### config.mk
export PLATFORM = sky130hd
export DESIGN_NAME = imem_loader
export DESIGN_NICKNAME = d
export VERILOG_FILES = /design/src/rtl/imem_loader.sv
export SDC_FILE = /design/constraint.sdc
export NUM_CORES = 1
export LEC_CHECK = 0
export CAP_MARGIN = 20
export CORE_AREA = 2 2 98 100
export CTS_CLUSTER_DIAMETER = 40
export DETAILED_ROUTE_END_ITERATION = 6
export DIE_AREA = 0 0 100 102
export GPL_ROUTABILITY_DRIVEN = 0
export SLEW_MARGIN = 40
export SYNTH_ARGS = -nofsm -noshare
export SYNTH_HDL_FRONTEND = slang
export SYNTH_SLANG_ARGS = --single-unit
### constraint.sdc
create_clock -name clk -period 2.3 [get_ports clk]
set_input_delay 0.46 -clock clk [delete_from_list [all_inputs] [get_ports clk]]
set_output_delay 0.46 -clock clk [all_outputs]
set_load 0.01 [all_outputs]
### src/rtl/imem_loader.sv
// Instruction-memory loader: streams program bytes into a byte-wide write port,
// counts completed 32-bit words and stops on an all-zero terminator word or a full memory.
module imem_loader (
    input  logic       clk,
    input  logic       rst,
    input  logic       start,
    input  logic       in_valid,
    input  logic [7:0] in_data,
    output logic       in_ready,
    output logic       we,
    output logic [9:0] waddr,
    output logic [7:0] wdata,
    output logic       busy,
    output logic       done,
    output logic       err,
    output logic       cpu_hold,
    output logic [8:0] word_count
);

    typedef enum logic [1:0] {
        IDLE,
        LOAD,
        DONE
    } state_t;

    state_t      state;
    logic [9:0]  ptr;
    logic [31:0] assembly;

    logic        accept;
    logic        word_end;
    logic [31:0] next_word;

    assign in_ready  = (state == LOAD);
    assign accept    = in_valid & in_ready;
    assign next_word = {assembly[23:0], in_data};
    assign word_end  = accept & (ptr[1:0] == 2'd3);

    // busy/done/cpu_hold are flops updated alongside every state change,
    // so the core-facing controls never see an input-to-output path.
    // NOTE: every register here uses <= so all flops update from the same pre-edge values.
    always_ff @(posedge clk) begin
        if (rst) begin
            state      <= IDLE;
            ptr        <= '0;
            assembly   <= '0;
            we         <= 1'b0;
            waddr      <= '0;
            wdata      <= '0;
            word_count <= '0;
            err        <= 1'b0;
            busy       <= 1'b0;
            done       <= 1'b0;
            cpu_hold   <= 1'b1;
        end else begin
            we <= 1'b0;
            if (accept) begin
                we       <= 1'b1;
                waddr    <= ptr;
                wdata    <= in_data;
                assembly <= next_word;
            end

            case (state)
                IDLE, DONE: begin
                    if (start) begin
                        state      <= LOAD;
                        ptr        <= '0;
                        assembly   <= '0;
                        word_count <= '0;
                        err        <= 1'b0;
                        busy       <= 1'b1;
                        done       <= 1'b0;
                        cpu_hold   <= 1'b1;
                    end
                end
                LOAD: begin
                    if (accept) begin
                        if (word_end) begin
                            word_count <= word_count + 9'd1;
                        end
                        if (word_end && (next_word == 32'h0000_0000)) begin
                            state    <= DONE;
                            err      <= 1'b0;
                            busy     <= 1'b0;
                            done     <= 1'b1;
                            cpu_hold <= 1'b0;
                        end else if (word_end && (ptr == 10'd1023)) begin
                            state    <= DONE;
                            err      <= 1'b1;
                            busy     <= 1'b0;
                            done     <= 1'b1;
                            cpu_hold <= 1'b0;
                        end
                        // Pointer saturates at the last byte; a load never wraps.
                        if (ptr != 10'd1023) begin
                            ptr <= ptr + 10'd1;
                        end
                    end
                end
                default: begin
                    state    <= IDLE;
                    busy     <= 1'b0;
                    done     <= 1'b0;
                    cpu_hold <= 1'b1;
                end
            endcase
        end
    end

endmodule

==> results.yml <==
critical_path:
  worst-endpoint-arrival_ns: 1.59
  critical_path.startpoint_type: "register"
  critPathRequiredTime_ns: 1.84
  critical_path_maximum_fanout: 6
  timing.rr.start: "ptr[0]"
  cp_top_family: "buffers and inverters"
  cp-end-kind: "primary output"
  cp_slowest_cell: "clkdlybuf4s50_1"
  reg2reg_setup_slack_ns: 0.46
  critical_path_class: "register to primary output"
  timing.reg2reg.worst_path_depth: 5
  regToRegEndpoint: "cpu_hold"
  max_incr_delay_on_cp_ns: 0.55
  cp.buffers_inverters: 2
  worstPathCellList: "nand2b_2, inv_2, clkdlybuf4s50_1"
synth:
  synth_nets: 333
  post_synth_inst_count: 319
  synth_top_area_share: 0.504
  synthXorXnorAreaFrac: 0.0519
  synth_cell_types: 36
  synth_warnings: 0
  synth_top_family_by_area: "simple AND/OR/NAND/NOR gates"
  mapped_area_mm2: 0.00270
  netlist_top_cells_area: "dfxtp_1, nand2_1, a21oi_1"
  post_synthesis_sequential_area_ratio: 0.504
  synth_compound_area_frac: 0.113
  yosys-mux-area-fraction: 0
  synth_area_leader_cell: "dfxtp_1"
  ys_seq_elements: 68
  syn-mean-instance-area_um2: 8.46
  yosys.area_share.adder: 0.00927
  synthSimpleGateAreaFrac: 0.290
timing:
  relSlewSlack: 0.568
  max_slew_violation_total_from_the_final_report: 0
  max_freq_ghz: 0.488
  timing.final.setup_violations: 0
  hold_viol: 0
  timing.final.crit_period_ns: 2.05
  grt_setup_unrepaired: "false"
  tightestPinTransition_ns: 0.648
  setup_total_negative_slack_ns: 0
  period_share: 0.890
  final.setup_skew_ns: 0.00615
routing:
  ant_nets: 0
  totalWireLength_mm: 6.21
  dr.first_iter.drc_count: 134
  vias: 2306
  drt-vias-per-instance: 4.79
  wire_per_inst_um: 12.9
  post-route-drc-count: 0
  detailedRoute.firstPassIterationCount: 4
finish:
  drive_above_1_share: 0.0973
  flow.area_growth_from_synthesis_pct: 29.9
  utilization: 0.385
  antenna_diode_count: 0
  layout.cells.most_common: "nand2_1"
  final_cell_mix: "nand2_1, dfxtp_1, a21oi_1, clkdlybuf4s50_1, nor2_1"
  design.final.nets: 379
floorplanning:
  i_o_pin_cnt: 45
  die_area_mm2: 0.0102
  die_span_y_um: 102
  floorplan.die.width_um: 100
  fp-row-count: 35
  start_util: 0.296
  fp.coreArea_mm2: 0.00911
clocking:
  cts_buffer_depth: 2
  clk-insertion-delay-late_ns: 0.34
  worst_setup_hold_path_clk_slew_ns: 0.07
  cts-buffers-inserted: 9
  cts-hold-fix-buffers: 0
  root_buffer: "clkbuf_8"
  cts_tree: "done"
  h-tree-depth: 3
  clock_sink_count: 68
  cts.repair_timing.setup_buffer_count: 0
  post_cts.resized_instances: 0
flow_run:
  timing.max_cap.violations: 0
power:
  power_leakage_nw: 1.17
  p_clk_frac: 0.436
  power.switching_mw: 0.573
  power_switching_share: 0.230
  power.share.sequential: 0.487
  power-per-cell-area_mw_per_mm2: 709
  totalPowerFinal_mw: 2.49
  vdd.ir_drop.worst_mv: 0.346
  share_comb_of_total_power: 0.077
  power.internal_mw: 1.91
global_routing:
  first_global_vias: 2164
  grt_antenna_before_repair: 0
  groute.usage.overall: 0.131
  grt_pass1_wl_mm: 10.6
  grt-ovfl-total: 0
  pin_count_of_the_biggest_net_entering_global_routing: 40
min_path:
  hp-start: "waddr[4]"
  hold_class: "register to register"
  holdPathStages: 2
  hold_end: "waddr[4]"
outcome:
  outcome: "completed"
placement:
  dp_hpwl_mm: 4.32
  placement.io_buffers: 44
==> worst register-to-register path, stage by stage, from the launching register on <==
cell      delay [ns]
dfxtp_1         0.44
ha_1            0.23
nand4b_1        0.22
or3_4           0.46
a211o_1         0.29
o31a_1          0.10
==> power by group through the flow <==
stage / sequential, mW / clock, mW / combinational (mW)
floorplan: 1.24 / 0 / 0.102
global placement: 1.24 / 0 / 0.190
detailed placement: 1.24 / 0 / 0.193
CTS: 1.21 / 1.12 / 0.193
global route: 1.21 / 1.17 / 0.212
finish: 1.21 / 1.08 / 0.192
==> how the worst max path moves through the flow <==
stage | from | end | depth (start not counted)
floorplan | in_data[7] | cpu_hold | 5
global placement | in_data[7] | cpu_hold | 6
detailed placement | in_data[7] | cpu_hold | 6
CTS | state[1] | in_ready | 3
global route | state[1] | in_ready | 3
finish | state[1] | in_ready | 3
==> synthesized netlist by cell type, drive strengths merged <==
library cell,n
dfxtp,68
ha,2
a211o,1
a41oi,1
clkbuf,14
or3,1
nand2,87
nor2,22
buf,3
xor2,6
inv,1
and4,3
and3,3
nand3b,1
nor3,3
nand4b,1
nor4,12
nor3b,1
a21o,1
nor4b,1
and2b,1
nand2b,5
xnor2,10
o31a,1
o21ai,7
nand3,6
and4b,1
a21oi,47
nand4,7
and3b,2
==> registers in the layout, summed over array words and instances (netlist names) <==
signal and count:
assembly 24, wdata 8, state 2, busy 1, word_count 9, cpu_hold 1, done 1, we 1
waddr 10, ptr 10, err 1
==> per-layer routing <==
metal / global-route usage / vias to the layer above / wire length [µm] / share of wire
met3: 0.0308 / 12 / 217 / 0.035
met4: 0.0601 / 0 / 141 / 0.023
met5: 0 / - / 0 / 0
met2: 0.194 / 39 / 2740 / 0.44
li1: - / 1179 / - / -
met1: 0.182 / 1076 / 3120 / 0.50
==> kinds of logic (layout without fill, tap and decap cells) <==
logic type / Yosys count / after routing
adder cells (fa/ha/maj): 2 / 2
buffers and inverters: 18 / 69
AND/OR/NAND/NOR: 157 / 157
flip-flops: 68 / 68
XOR/XNOR: 16 / 16
AO/OA/AOI/OAI: 58 / 58
==> cell type report <==
type,count,area (µm²)
Clock buffer,10,138
Clock inverter,6,87.6
Fill cell,944,5600
Inverter,1,3.75
Multi-Input combinational cell,233,1250
Sequential cell,68,1360
Tap cell,111,139
Timing Repair Buffer,52,526
==> stage by stage <==
stage / instances / setup WS, ns / instance area (µm²) / hold slack (ns)
6_report: 481 / 0.252 / 3510 / 0.453
4_1_cts: 481 / 0.233 / 3510 / 0.457
2_1_floorplan: 319 / 0.604 / 2700 / 0.436
5_1_grt: 481 / 0.178 / 3510 / 0.480
3_5_place_dp: 465 / -0.00232 / 3280 / 0.447
3_3_place_gp: 465 / 0.0396 / 3280 / 0.443
Power figures use the tool's default switching activity.
